### src/rtl/mcav_ctrl_pkg.sv
// Shared types and constants for the core run controller: FSM state encoding,
// per-slot program start addresses and the default run-cycle budget.
package mcav_ctrl_pkg;

  typedef enum logic [1:0] {
    IDLE = 2'd0,
    INIT = 2'd1,
    RUN  = 2'd2,
    DONE = 2'd3
  } run_state_t;

  localparam int unsigned PROG_AW        = 12;
  localparam int unsigned MAX_CYCLES_DEF = 4096;

  localparam logic [PROG_AW-1:0] PROG_BASE [4] = '{12'h000, 12'h100, 12'h200, 12'h300};

  // Slots beyond the table map to address 0 rather than indexing out of range.
  function automatic logic [PROG_AW-1:0] prog_base(input logic [31:0] slot);
    prog_base = (slot < 32'd4) ? PROG_BASE[slot[1:0]] : '0;
  endfunction

endpackage

### src/rtl/run_cycle_counter.sv
// RUN-cycle counter with synchronous clear and a budget-limit flag; clear wins
// over enable so a new run always starts from zero.
module run_cycle_counter #(
  parameter int unsigned C          = 16,
  parameter int unsigned MAX_CYCLES = 4096
) (
  input  logic         clk,
  input  logic         rst_n,
  input  logic         clear_i,
  input  logic         en_i,
  output logic [C-1:0] count_o,
  output logic         at_limit_o
);

  logic [C-1:0] count_q, count_d;

  always_comb begin
    count_d = count_q;
    if (clear_i)      count_d = '0;
    else if (en_i)    count_d = count_q + 1'b1;
  end

  always_ff @(posedge clk or negedge rst_n) begin
    if (!rst_n) count_q <= '0;
    else        count_q <= count_d;
  end

  assign count_o    = count_q;
  // The FSM leaves RUN on this cycle, so the count tops out at MAX_CYCLES.
  assign at_limit_o = (count_q == C'(MAX_CYCLES - 1));

endmodule

### src/rtl/run_controller.sv
// Host-facing run sequencer: on a 4-phase req/done handshake it initialises the
// core at the selected program, runs it to halt or budget expiry, and reports.
module run_controller
  import mcav_ctrl_pkg::*;
#(
  parameter int unsigned D          = 12,
  parameter int unsigned P          = 2,
  parameter int unsigned C          = 16,
  parameter int unsigned MAX_CYCLES = MAX_CYCLES_DEF
) (
  input  logic         clk,
  input  logic         reset,
  input  logic         req,
  input  logic [P-1:0] prog_sel,
  input  logic         core_halt,
  output logic         core_init,
  output logic [D-1:0] init_pc,
  output logic         core_run,
  output logic         busy,
  output logic         done,
  output logic         timeout,
  output logic [C-1:0] cycle_cnt
);

  run_state_t   state_q, state_d;
  logic [P-1:0] sel_q, sel_d;
  logic         timeout_q, timeout_d;
  logic         at_limit;

  run_cycle_counter #(
    .C          (C),
    .MAX_CYCLES (MAX_CYCLES)
  ) u_cnt (
    .clk        (clk),
    .rst_n      (reset),
    .clear_i    (state_q == INIT),
    .en_i       (state_q == RUN),
    .count_o    (cycle_cnt),
    .at_limit_o (at_limit)
  );

  always_comb begin
    state_d   = state_q;
    sel_d     = sel_q;
    timeout_d = timeout_q;
    case (state_q)
      IDLE: begin
        if (req) begin
          sel_d   = prog_sel;
          state_d = INIT;
        end
      end
      INIT: begin
        timeout_d = 1'b0;
        state_d   = RUN;
      end
      RUN: begin
        // Halt takes priority over budget expiry in the same cycle.
        if (core_halt) begin
          state_d = DONE;
        end else if (at_limit) begin
          timeout_d = 1'b1;
          state_d   = DONE;
        end
      end
      DONE: begin
        if (!req) state_d = IDLE;
      end
      default: state_d = IDLE;
    endcase
  end

  always_ff @(posedge clk or negedge reset) begin
    if (!reset) begin
      state_q   <= IDLE;
      sel_q     <= '0;
      timeout_q <= 1'b0;
    end else begin
      state_q   <= state_d;
      sel_q     <= sel_d;
      timeout_q <= timeout_d;
    end
  end

  assign core_init = (state_q == INIT);
  assign init_pc   = (state_q == INIT) ? D'(prog_base(32'(sel_q))) : '0;
  assign core_run  = (state_q == RUN);
  assign busy      = (state_q == INIT) || (state_q == RUN);
  assign done      = (state_q == DONE);
  assign timeout   = timeout_q;

endmodule

### config.mk
export PLATFORM = sky130hd
export DESIGN_NAME = run_controller
export DESIGN_NICKNAME = d
export VERILOG_FILES = /design/src/rtl/mcav_ctrl_pkg.sv /design/src/rtl/run_cycle_counter.sv /design/src/rtl/run_controller.sv
export SDC_FILE = /design/constraint.sdc
export NUM_CORES = 1
export LEC_CHECK = 0
export BUFFER_PORTS_ARGS = -buffer_cell sky130_fd_sc_hd__clkbuf_2
export CAP_MARGIN = 10
export CORE_ASPECT_RATIO = 1.2
export CORE_MARGIN = 4
export CORE_UTILIZATION = 49
export CTS_CLUSTER_DIAMETER = 150
export DETAILED_ROUTE_END_ITERATION = 12
export MAX_ROUTING_LAYER = met4
export PLACE_DENSITY_LB_ADDON = 0.05
export SETUP_SLACK_MARGIN = 0.1
export SLEW_MARGIN = 20
export SYNTH_ARGS = -nofsm -noshare
export SYNTH_HDL_FRONTEND = slang
export SYNTH_SLANG_ARGS = --single-unit
### constraint.sdc
create_clock -name clk -period 1.85 [get_ports clk]
set_input_delay 0 -clock clk [delete_from_list [all_inputs] [get_ports clk]]
set_output_delay 0 -clock clk [all_outputs]
set_load 0.02 [all_outputs]
==> results summary, run 1 <==
The number of synthesized register bits came out at 21. The worst path uses between 80% and 90% of the clock period. The area growth from synthesis to layout is 26.2%. The number of buffers inserted during clock tree synthesis came out at 3. The floorplan step defined a die boundary enclosing 0.00331 mm^2.

The number of placed I/O pins is 39. The number of global-route vias before repair is 1045. The vias after detailed routing came out at around 1100. The hold-critical path endpoint is timeout$_DFFE_PN0P_. The static leakage power is around 0.74 nW. The register cell area after layout came out at 527 um^2.

Among all stages on the critical path, the largest delay is contributed by sky130_fd_sc_hd__or4_1. Based on the critical path, the design can be clocked at up to 601 MHz. The total number of H-tree levels is 1.

After synthesis, the largest family of logic cells by area is simple AND/OR/NAND/NOR gates. The synthesized netlist devotes a little over a fifth of its cell area to simple gates. The average cell area after synthesis is approximately 9.7 um^2.

In the synthesized netlist the dominant register cell turns out to be sky130_fd_sc_hd__dfrtp_1. Dividing the detail-routed via count by the number of cells gives 5.49. The maximum fanout along the worst path came out at 5.

The effective utilization at floorplan is a little over half. The final-layout fill cell count is between 200 and 250. The tree is rooted in a sky130_fd_sc_hd__clkbuf_4.

The number of buffers and inverters on the critical path is 0. Setup repair after global routing left no endpoint under its margin. The share of synthesized cell area in full adder, half adder and majority cells came out at under 10%.

The launch instance of the worst register-to-register path is u_cnt.count_o[0]$_DFFE_PN0P_. The cell count of the worst reg-to-reg path came out at 5. The total of max-cap violations came out at 0. The count of input and output buffers came out at 28. Leaving out fill and tap cells, the most frequent cells in the layout are sky130_fd_sc_hd__clkbuf_2, sky130_fd_sc_hd__dfrtp_1, sky130_fd_sc_hd__conb_1. Broken down by cell family, the worst path's largest delay share belongs to simple AND/OR/NAND/NOR gates. After detailed routing, the number of remaining DRC violations is 0. Synthesis produced between 100 and 150 cells. The synthesis warning total is 0.

The worst setup path is captured at a flop. The routed length per placed instance came out at 13.5 um. The repair_antennas step left the layout with diodes totalling 0. The power density normalized to cell area came out at roughly 1300 mW/mm^2.

The final HPWL from detailed placement is between 1.5 and 2 mm. The setup check on the worst reg-to-reg path leaves a slack of ~0.19 ns. Of the total synthesized cell area, the portion taken by XOR and XNOR cells is between 4 and 5%. The design draws approximately 0.0019 W.

TritonCTS built the clock tree. The source-to-sink clock delay at the later pin of the worst-skew pair is 0.30 ns. The area of the multi-input gates came out at roughly 660 um^2. For this run, global-route usage on met2 was measured as between 20 and 30%. Data arrives at the worst endpoint at approximately 1.9 ns.

Counting flops with a built-in enable in the synthesized netlist gives 0. After floorplanning, the core was divided into 19 placement rows. The end-of-flow core utilization is about 66%.

The global-route met3 utilization is 2.39%. The die outline height is approximately 62 um. The count of nets left with antenna violations once routing finished came out at 0.

The delay of the slowest cell on the worst path is roughly 0.47 ns. The share of the synthesized area in compound gates (AO/OA/AOI/OAI) is between 10 and 15%. The flow ran to the end, and the final reports show no timing, DRC or antenna violations.

In the global route stage, met1 resource usage came out at between 20% and 30%. The worst setup path category is flop to flop. The synthesized netlist occupies a cell area of about 0.0012 mm^2.

Summed over all layers, the global routing overflow is 0. The share of synthesized area occupied by flip-flops and latches is between 40% and 50%. After synthesis, the netlist uses 34 different library cells.

The count of final hold-check violations is 0. The startpoint identified for the worst hold timing path is core_halt. In this run the worst hold path is classified as input port to flop. The worst-case clock buffer depth is 2.

The layer with the highest usage after global routing is met2. The post-route clock skew came out at between 0.004 and 0.005 ns. The number of sinks driven by the clock tree is 21. STA classifies the critical path startpoint as a flop. The routed wire length is ~2.7 mm. The initial DRC count is 28.

The endpoint of the most critical register-to-register path is u_cnt.count_o[14]$_DFFE_PN0P_. The first-pass detailed-route iteration total is 4. The first global-routing pass estimated roughly 4.5 mm of wire.

The final setup violation count is 0. The final net count is approximately 180. The setup TNS after final layout came out at 0 ns. The die span in x is approximately 53 um.

The CTS clock-pin slew for the worst setup and hold paths is ~0.12 ns. The maximum number of pins on one net before global-route repair is 22. The data required time of the worst path is 2.08 ns. The fraction of synthesized area in multiplexers came out at roughly 4.4%. Leaving out fill and tap cells, the most frequent cell in the layout is sky130_fd_sc_hd__clkbuf_2. The worst hold path depth came out at 4. The worst relative slew slack is between 60 and 70%. Subtracting the final worst setup slack from the clock period gives roughly 1.7 ns.

The count of pins over their slew limit came out at 0. The critical path goes through ha_1 -> and3_1 -> nand2_1 -> or4_1 -> o211ai_1. The global-route usage over all layers came out at 17.5%.

The post-route standard cell area excluding fillers is approximately 0.0015 mm^2. The proportion of register bits with asynchronous set or reset after synthesis is 100%. The share of layout cells above drive strength 1 came out at between 30% and 40%.

The number of antenna violations at the first check in global routing is 0. The post-placement cell area came out at approximately 0.0014 mm^2. At the end of routability-driven placement, the weighted congestion stood at just over 0.8. The maximum vdd ir drop is 0.000862 V.

The transition time at the pin with the least slew margin came out at around 0.5 ns. The core area is around 0.0023 mm^2.
==> where the power goes <==
| part | internal [W] | switching, W | leakage (nW) |
|---|---|---|---|
| registers | 0.000545 | 0.0000762 | 0.278 |
| clock network | 0.0000807 | 0.000138 | 0.0177 |
| logic | 0.000418 | 0.000656 | 0.445 |
| total | 0.00104 | 0.000870 | 0.742 |
==> logic make-up after synthesis <==
group,count (synthesis)
xor+xnor,6
fa+ha+maj,5
flops,21
buf+inv,17
other cells,1
compound gates,23
mux,5
simple gates,46
==> metrics by stage <==
step	hold slack (ns)	instances	setup slack, ns
floorplan	-0.296	133	0.155
global placement	-0.00449	186	0.128
detailed placement	-0.000509	186	0.177
CTS	0.00716	193	0.150
global route	0.0330	197	0.106
finish	0.00690	197	0.186
==> how the worst max path moves through the flow <==
stage / depth (start not counted) / slack, ns / from / endpoint
6_report: 5 / 0.19 / u_cnt.count_o[0]$_DFFE_PN0P_ / u_cnt.count_o[14]$_DFFE_PN0P_
5_1_grt: 5 / 0.11 / u_cnt.count_o[0]$_DFFE_PN0P_ / u_cnt.count_o[14]$_DFFE_PN0P_
4_1_cts: 6 / 0.15 / state_q[1]$_DFFE_PN0P_ / u_cnt.count_o[12]$_DFFE_PN0P_
3_5_place_dp: 6 / 0.18 / state_q[1]$_DFFE_PN0P_ / u_cnt.count_o[12]$_DFFE_PN0P_
3_3_place_gp: 6 / 0.13 / state_q[0]$_DFFE_PN0P_ / u_cnt.count_o[12]$_DFFE_PN0P_
2_1_floorplan: 5 / 0.15 / state_q[0]$_DFFE_PN0P_ / u_cnt.count_o[14]$_DFFE_PN0P_
==> worst min-delay path: stages <==
cell	delay [ns]
sky130_fd_sc_hd__clkbuf_2	0.07
sky130_fd_sc_hd__inv_1	0.04
sky130_fd_sc_hd__a21oi_1	0.12
sky130_fd_sc_hd__nor2_1	0.06
==> layer usage <==
layer	share of wire [%]	up-vias
met2	49	43
met5	0	-
met3	5.3	7
met4	1.7	0
li1	-	513
met1	44	519
==> cell type report <==
type                            count  area share [%]
Timing Repair Buffer               40            15.7
Clock buffer                        3            1.49
Sequential cell                    21            34.8
Multi-Input combinational cell     95            43.6
Clock inverter                      1           0.331
Tap cell                           31            2.56
Inverter                            6            1.49
==> state kept, by name, indices dropped and copies added (netlist names) <==
register	flops
sel_q	2
u_cnt.count_o	16
timeout	1
state_q	2
==> synthesized netlist by cell type (3+ instances only) <==
library cell | count | area, um^2
sky130_fd_sc_hd__dfrtp_1 | 21 | 526
sky130_fd_sc_hd__buf_4 | 10 | 75.1
sky130_fd_sc_hd__nor2_1 | 9 | 33.8
sky130_fd_sc_hd__nand2_1 | 8 | 30.0
sky130_fd_sc_hd__o21ai_0 | 7 | 35.0
sky130_fd_sc_hd__a21oi_1 | 6 | 30.0
sky130_fd_sc_hd__inv_1 | 6 | 22.5
sky130_fd_sc_hd__ha_1 | 5 | 62.6
sky130_fd_sc_hd__nand3_1 | 5 | 25.0
sky130_fd_sc_hd__and3_1 | 3 | 18.8
sky130_fd_sc_hd__and4_1 | 3 | 26.3
sky130_fd_sc_hd__mux2i_1 | 3 | 30.0
sky130_fd_sc_hd__nand4_1 | 3 | 18.8
sky130_fd_sc_hd__o31ai_1 | 3 | 22.5
sky130_fd_sc_hd__or4_1 | 3 | 22.5
sky130_fd_sc_hd__xnor2_1 | 3 | 26.3
sky130_fd_sc_hd__xor2_1 | 3 | 26.3
==> repair_timing <==
action | CTS | global route
hold buffers | 3 | 0
setup buffers | 0 | 4
resized for setup | 0 | 11
endpoints found under the hold margin | 23 | 0
setup endpoints to repair | 0 | 5
(Power assumes the default switching activity.)
==> inputs of run 2 (changes only) <==
--- a/config.mk
+++ b/config.mk
@@ -9,7 +9,7 @@
 export CAP_MARGIN = 10
 export CORE_ASPECT_RATIO = 1.2
 export CORE_MARGIN = 4
-export CORE_UTILIZATION = 49
+export CORE_UTILIZATION = 50
 export CTS_CLUSTER_DIAMETER = 150
 export DETAILED_ROUTE_END_ITERATION = 12
 export MAX_ROUTING_LAYER = met4
@@ -18,4 +18,5 @@
 export SLEW_MARGIN = 20
 export SYNTH_ARGS = -nofsm -noshare
 export SYNTH_HDL_FRONTEND = slang
+export SYNTH_HIERARCHICAL = 1
 export SYNTH_SLANG_ARGS = --single-unit
==> run 2 against run 1 <==
The flow now finishes with violations (negative setup slack). Wire length decreased by 2.9%. Sequential power about the same. Cell count decreased by 2.0%. Synthesized cell count decreased by 1.6%. Die area increased by 0.91%. Worst hold slack improved by 0.084 ns. Design area increased by 0.17%.
==> results summary, run 2 <==
The final net count is 174 (-2.2%). The number of antenna violations at the first check in global routing was 0 (unchanged). The via density per instance was 4.99 (-9.2%). The tree is rooted in a sky130_fd_sc_hd__clkbuf_4.

The die outline height is 62.5 um (+0.46%). The worst hold path depth came to 3 (-1). The data arrival at the endpoint of the critical path is 2.05 ns (+0.16 ns). The number of buffers inserted during clock tree synthesis is 3 (unchanged).

The met2 layer usage reported by global route came out at 28.4% (-0.042 points). The static leakage power came out at 0.725 nW (-2.3%). The share of Yosys cell area claimed by the top area cell type is 42.5% (-1.3 points). The final critical-path share of the clock period came to 101% (+11 points). The initial DRC count is 19 (-32%).

The flip-flop count of the largest register, all copies and words added came out at 16 (unchanged). The kind of end point of the critical path is a flop. The first-pass detailed-route iteration total came out at 5 (+1).

The power density normalized to cell area came out at 1080 mW/mm^2 (-14%). The commonest non-fill, non-tap cell in the layout is sky130_fd_sc_hd__clkbuf_2. The remaining antenna violation count came out at 0 (unchanged). The number of standard cells after synthesis came to 122 (-1.6%). The instance count after placement with tap cells included is 186 (unchanged). The global-route met3 utilization was 2.15% (-0.24 points). The global-route usage over all layers came out at 17.3% (-0.28 points). The worst relative slew slack is 64.8% (-1.1 points). The share of layout cells above drive strength 1 came to 38.9% (+5.8 points). The critical path is of the flop to flop type. The first-pass GRT wire length came out at 4.22 mm (-5.3%). The maximum fanout along the worst path is 2 (-3). The logic depth of the worst setup path including buffers was 6 (+1).

The routed wire length was 2.59 mm (-2.9%). The count of input and output buffers came out at 28 (unchanged). The number of enable-type register cells in the synthesized netlist came out at 0 (unchanged). The tightest min-delay check is of the input port to flop type. The total number of H-tree levels came out at 1 (unchanged). The number of sinks driven by the clock tree is 21 (unchanged).

The checks that failed: negative setup slack. The minimum clock period after layout was 1.86 ns (+0.198 ns). The CTS clock-pin slew for the worst setup and hold paths is 0.12 ns (about the same). The final non-filler cell total came out at 193 (-2.0%).

The synthesis warning total is 6 (+6). The number of diodes is 0 (unchanged). The area growth from synthesis to layout is 22.5%. The worst setup margin was -0.0124 ns (-0.198 ns). Setup repair after global routing could not meet its margin everywhere. The maximum frequency from static timing analysis is 537 MHz (-11%). The maximum vdd ir drop is 0.000720 V (-16%). The core area came to 0.00233 mm^2 (+1.0%). The routed length per placed instance is 13.4 um (-0.91%). The average cell area after synthesis is 10.1 um^2 (+4.8%). The run finished, with violations left. The effective utilization at floorplan is 53.1% (+1.1 points). The final weighted congestion of routability-driven global placement was 0.675 (-16%). The number of distinct library cells after synthesis came out at 32 (-5.9%). The library cells used most frequently in the layout, excluding fill and tap cells, are sky130_fd_sc_hd__clkbuf_2, sky130_fd_sc_hd__dfrtp_1, sky130_fd_sc_hd__nor2_1. The met1 routing resource usage after global routing came out at 20.8% (-1.0 points). The number of placed I/O pins is 39 (unchanged). The post-route standard cell area excluding fillers came out at 0.00152 mm^2 (+0.17%).

The worst-case clock buffer depth was 2 (unchanged). Traced cell by cell, the critical path runs through nor4_4 -> nand4_1 -> nor3_2 -> nor2_1 -> a221oi_2 -> mux2_1. The number of global-route vias before repair came out at 924 (-12%). The number of synthesized register bits came to 21 (unchanged). Among all stages on the critical path, the largest delay is contributed by sky130_fd_sc_hd__dfrtp_2. The source-to-sink clock delay at the later pin of the worst-skew pair is 0.30 ns (about the same). The total overflow reported by the global router came to 0 (unchanged). The post-route clock skew came out at 0.00242 ns (-0.00192 ns).

The maximum number of pins on one net before global-route repair was 22 (unchanged). The cell count of the worst reg-to-reg path was 6 (+1). The proportion of register bits with asynchronous set or reset after synthesis is 100% (unchanged). The final routed DRC violation total came out at 0 (unchanged). The share of synthesized area occupied by flip-flops and latches came out at 42.5% (-1.3 points). The TritonCTS clock tree is yes.

Yosys attributes the largest share of cell area to sky130_fd_sc_hd__dfrtp_1, sky130_fd_sc_hd__buf_4, sky130_fd_sc_hd__ha_1, sky130_fd_sc_hd__xnor2_1, sky130_fd_sc_hd__nor2_1. By count the netlist is led by sky130_fd_sc_hd__dfrtp_1, sky130_fd_sc_hd__nor2_1, sky130_fd_sc_hd__buf_4, sky130_fd_sc_hd__xnor2_1, sky130_fd_sc_hd__inv_1. The post-placement cell area came to 0.00144 mm^2 (+5.3%). The largest delay contributor family on the critical path is simple AND/OR/NAND/NOR gates. The most common cell in the synthesized netlist is sky130_fd_sc_hd__dfrtp_1. The worst slack at placement was -0.0321 ns (-0.209 ns). The number of buffers and inverters on the critical path is 0 (unchanged).

The total of max-cap violations is 0 (unchanged). The final setup violation count came out at 1 (+1). The count of final hold-check violations came out at 0 (unchanged).

The data required time of the worst path came out at 2.04 ns (-0.04 ns). The vias after detailed routing was 963 (-11%). The count of pins over their slew limit came to 0 (unchanged). The number of placement rows is 19 (unchanged).

The transition time at the pin with the least slew margin came out at 0.528 ns (+0.0158 ns). The die area is 0.00334 mm^2 (+0.91%). The overall power consumption came out at 0.00164 W (-14%).

The die span in x came out at 53.4 um (+0.45%). The kind of start point of the critical path is a flop. The netlist area before placement came to 0.00124 mm^2 (+3.1%). The delay of the slowest cell on the worst path is 0.45 ns (-0.02 ns).

met2 is the most crowded layer. The final-layout fill cell count is 209 (+3.5%). The largest total area in the synthesized netlist belongs to sky130_fd_sc_hd__dfrtp_1. The final HPWL from detailed placement came out at 1.99 mm (+0.94%). For this run, the leading register cell type out of synthesis is sky130_fd_sc_hd__dfrtp_1.
[run 2: cell count changes after synthesis, sizes merged, moves of 4 or more]
cell	previous run	this run
nor2	9	18
nand2	8	4
nand3	7	3
nor3	1	5
o21ai	8	4
xnor2	3	7
[run 2: cells by family (layout without fill, tap and decap cells)]
kind of cell / after synthesis / count (layout) / share of synthesized area [%]
other cells: 1 / 10 / 0.303
compound gates: 10 / 10 / 5.96
xor+xnor: 10 / 10 / 7.08
simple gates: 49 / 49 / 23.7
mux: 7 / 7 / 6.47
buf+inv: 19 / 50 / 9.00
fa+ha+maj: 5 / 5 / 5.06
flops: 21 / 21 / 42.5
[run 2: repair_timing]
item                                    in CTS  in global routing
endpoints found under the setup margin       2                  3
endpoints found under the hold margin       23                  0
gates resized for setup                      2                  0
gates cloned                                 0                  0
setup buffers                                0                  0
hold buffers                                 3                  0
pin swaps                                    1                  0
[run 2: final timing paths]
check	start	endpoint	slack, ns
worst max-delay path	u_cnt/count_o[14]$_DFFE_PN0P_	state_q[1]$_DFFE_PN0P_	-0.01
worst min-delay path	req	sel_q[0]$_DFFE_PN0P_	0.09
worst max register to register	u_cnt/count_o[14]$_DFFE_PN0P_	state_q[1]$_DFFE_PN0P_	-0.01
worst min register to register	sel_q[0]$_DFFE_PN0P_	sel_q[0]$_DFFE_PN0P_	0.51
max in group asynchronous	reset	u_cnt/count_o[1]$_DFFE_PN0P_	1.27
min in group asynchronous	reset	sel_q[0]$_DFFE_PN0P_	0.20
[run 2: per-stage QoR]
step                      utilization (%)  hold WS (ns)  TNS [ns]
after global placement               62.0      -0.00521         0
after floorplan                         -        -0.296         0
after detailed placement             62.0     -0.000358   -0.0321
final                                65.1        0.0904   -0.0124
after global routing                 65.1        0.0737    -0.297
after CTS                            65.1        0.0798         0
[run 2: layer usage]
metal	vias to the layer above	wire length (um)
li1	480	-
met1	447	1090
met2	34	1330
met3	2	152
met4	0	16
met5	-	0
[run 2: cell type report]
cell class	count	area [um^2]	area share (%)
timing repair buffer	40	238	15.7
tap	31	38.8	2.56
inverter	6	22.5	1.49
multi-input combinational	91	659	43.5
sequential	21	531	35.0
clock buffer	3	22.5	1.49
clock inverter	1	5.00	0.330
[run 2: power by group]
part | internal (W) | switching (W) | total, W
clock network | 0.0000805 | 0.000136 | 0.000216
registers | 0.000540 | 0.0000819 | 0.000622
logic | 0.000313 | 0.000491 | 0.000805
total | 0.000934 | 0.000709 | 0.00164
[run 2: worst reg2reg max path, delay by kind of cell (launching register included)]
family          cells  cell delay (ns)
flops               1             0.45
compound gates      1             0.27
mux                 1             0.35
simple gates        4             0.69
==> inputs of run 3 (changes only) <==
--- a/config.mk
+++ b/config.mk
@@ -14,7 +14,6 @@
 export DETAILED_ROUTE_END_ITERATION = 12
 export MAX_ROUTING_LAYER = met4
 export PLACE_DENSITY_LB_ADDON = 0.05
-export SETUP_SLACK_MARGIN = 0.1
 export SLEW_MARGIN = 20
 export SYNTH_ARGS = -nofsm -noshare
 export SYNTH_HDL_FRONTEND = slang
==> run 3 against run 2 <==
The flow now finishes without violations. Die area did not move. Count of clock-buffer cells in the layout did not move. Cell count rose by 1.0%. First-iteration DRC count rose by 5.3%. Clock skew rose by 0.0031 ns. Utilization rose by 0.21 points. Sequential power fell by 3%. Critical path type unchanged. Critical endpoint unchanged. Largest cell class unchanged. Highest routed layer unchanged.
==> results summary, run 3 (synthesized netlist as in run 2, its figures left out) <==
The final net count came to 176 (+1.1%). The initial DRC count is 20 (+1). The maximum frequency from static timing analysis came out at 570 MHz (+6.2%). The final weighted congestion of routability-driven global placement came out at 0.743 (+10%). The setup TNS after final layout is 0 ns (+0.0124 ns). TritonCTS built the clock tree. Setup repair after global routing could not meet its margin everywhere. The final setup violation count came to 0 (-1). The total of max-cap violations is 0 (unchanged).

The internal power consumption came out at 0.000976 W (+4.5%). The worst slack at placement is -0.0203 ns (+0.0117 ns). The via density per instance is 5.10 (+2.2%). The instance count after placement with tap cells included is 188 (+1.1%). The number of placement rows is 19 (unchanged). The final routed DRC violation total is 0 (unchanged). The number of placed I/O pins came out at 39 (unchanged). The worst setup margin is 0.0955 ns (+0.108 ns). The area growth from synthesis to layout came out at 23.0%. The effective utilization at floorplan is 53.1% (unchanged). The routed wire length is 2.52 mm (-2.7%). In this run the worst hold path is classified as input port to flop.

The remaining antenna violation count came out at 0 (unchanged). The kind of start point of the critical path is a flop. The first-pass detailed-route iteration total came out at 4 (-1). The logic gate share of total power is 51.1% (+2.1 points). The total number of H-tree levels came to 1 (unchanged).

Leaving out fill and tap cells, the most frequent cells in the layout are sky130_fd_sc_hd__clkbuf_2, sky130_fd_sc_hd__dfrtp_1, sky130_fd_sc_hd__nor2_1. The die outline height came out at 62.5 um (unchanged). The number of buffers and inverters on the critical path came to 0 (unchanged). The count of pins over their slew limit is 0 (unchanged). The number of buffers inserted by post-CTS setup repair came out at 0 (unchanged). The share of layout cells above drive strength 1 is 37.8% (-1.1 points). The first-pass GRT wire length is 4.35 mm (+3.0%). The number of buffers inserted during clock tree synthesis came to 3 (unchanged). The fraction of power spent switching nets is 42.4% (-0.72 points). The clock tree root buffer cell is sky130_fd_sc_hd__clkbuf_4. Broken down by cell family, the worst path's largest delay share belongs to simple AND/OR/NAND/NOR gates.

The final-layout fill cell count was 221 (+5.7%). The part of the power in the clock network came to 13.3% (about the same). The number of global-route vias before repair is 956 (+3.5%). The vias after detailed routing came out at 994 (+3.2%). The number of antenna violations at the first check in global routing came out at 0 (unchanged).

The sequential group share of total power came out at 35.6% (-2.3 points). The global-route usage over all layers is 17.8% (+0.50 points). The number of sinks driven by the clock tree came out at 21 (unchanged). The die span in x came out at 53.4 um (unchanged). The CTS clock-pin slew for the worst setup and hold paths is 0.12 ns (about the same). The delay of the slowest cell on the worst path is 0.41 ns (-0.04 ns).

The post-route clock skew is 0.00550 ns (+0.00309 ns). Walking the worst path, the cells encountered are nor4_2 -> nand4_1 -> nor3_2 -> nor2_1 -> a221oi_2 -> mux2_4. The data required time of the worst path came out at 2.06 ns (+0.02 ns). The commonest non-fill, non-tap cell in the layout is sky130_fd_sc_hd__clkbuf_2. The final critical-path share of the clock period was 94.8% (-5.8 points).

The static leakage power is 0.740 nW (+2.1%). The maximum number of pins on one net before global-route repair is 22 (unchanged). The flow ran to the end, and the final reports show no timing, DRC or antenna violations. The worst setup path category is flop to flop. The maximum vdd ir drop was 0.000673 V (-6.4%). The setup slack of the worst register-to-register path came out at 0.1 ns (+0.11 ns). The worst-case clock buffer depth came out at 2 (unchanged). The switching power total was 0.000719 W (+1.4%). The die area was 0.00334 mm^2 (unchanged). The data arrival at the endpoint of the critical path is 1.97 ns (-0.08 ns). The flip-flop count of the largest register, all copies and words added is 16 (unchanged). The count of input and output buffers is 28 (unchanged).

The worst-path cell with the longest stage delay is sky130_fd_sc_hd__dfrtp_1. The source-to-sink clock delay at the later pin of the worst-skew pair is 0.31 ns (about the same). The core area was 0.00233 mm^2 (unchanged).

The power density normalized to cell area is 1110 mW/mm^2 (+2.8%). The final non-filler cell total is 195 (+1.0%). The count of final hold-check violations is 0 (unchanged). The number of diodes is 0 (unchanged).

The final HPWL from detailed placement is 1.95 mm (-2.0%). The minimum clock period after layout is 1.75 ns (-0.108 ns). The kind of end point of the critical path is a flop.

The routed length per placed instance came to 12.9 um (-3.7%). The total overflow reported by the global router came out at 0 (unchanged). The maximum fanout along the worst path came out at 2 (unchanged).
run 3: cell types whose count changed in the layout (fill, tap and decap cells not counted), sizes merged:
cell  delta
buf      +2
run 3: final timing paths:
path | from | end | cells after the start
worst max register to register | u_cnt/count_o[14]$_DFFE_PN0P_ | state_q[1]$_DFFE_PN0P_ | 6
worst min-delay path | core_halt | timeout$_DFFE_PN0P_ | 4
max in group asynchronous | reset | u_cnt/count_o[3]$_DFFE_PN0P_ | 2
worst max-delay path | u_cnt/count_o[14]$_DFFE_PN0P_ | state_q[1]$_DFFE_PN0P_ | 6
worst min register to register | sel_q[1]$_DFFE_PN0P_ | sel_q[1]$_DFFE_PN0P_ | 1
min in group asynchronous | reset | u_cnt/count_o[11]$_DFFE_PN0P_ | 2
run 3: cell type report:
class | instances | area (um^2) | share of cell area, %
multi-input cells | 91 | 654 | 43.0
clock inverters | 1 | 5.00 | 0.329
repair buffers | 42 | 253 | 16.6
well taps | 31 | 38.8 | 2.55
inverters | 6 | 22.5 | 1.48
clock buffers | 3 | 22.5 | 1.48
flip-flops and latches | 21 | 526 | 34.5
run 3: tightest hold or removal path: cells and delay by family:
family | cells | cell delay [ns]
compound gates | 2 | 0.20
buf+inv | 1 | 0.09
simple gates | 1 | 0.04
run 3: metrics by stage:
stage          util, %  cell area (um^2)  total power [W]  hold WS, ns
2_1_floorplan        -              1270          0.00118       -0.296
3_3_place_gp      62.0              1440          0.00142   -0.0000674
3_5_place_dp      62.0              1440          0.00145    -0.000286
4_1_cts           64.7              1510          0.00168       0.0653
5_1_grt           65.3              1520          0.00183       0.0771
6_report          65.3              1520          0.00169       0.0577
run 3: routing by layer:
layer  vias up  wire, um  share of wire (%)  global-route usage [%]
li1        479         -                  -                       -
met1       472      1060                 42                    22.4
met2        38      1240                 49                    27.9
met3         5       161                6.4                    1.43
met4         0        51                2.0                    8.63
met5         -         0                  0                       -
run 3: what timing repair did:
action | CTS | global route
resized for setup | 1 | 4
endpoints found under the setup margin | 2 | 9
hold buffers | 3 | 0
endpoints found under the hold margin | 23 | 0
gates cloned | 0 | 0
run 3: power groups by stage:
stage | clock (W) | sequential, W | combinational [W]
after floorplan | 0 | 0.000647 | 0.000537
after global placement | 0 | 0.000606 | 0.000818
after detailed placement | 0 | 0.000613 | 0.000835
after CTS | 0.000230 | 0.000602 | 0.000843
after global routing | 0.000253 | 0.000616 | 0.000963
final | 0.000225 | 0.000603 | 0.000867
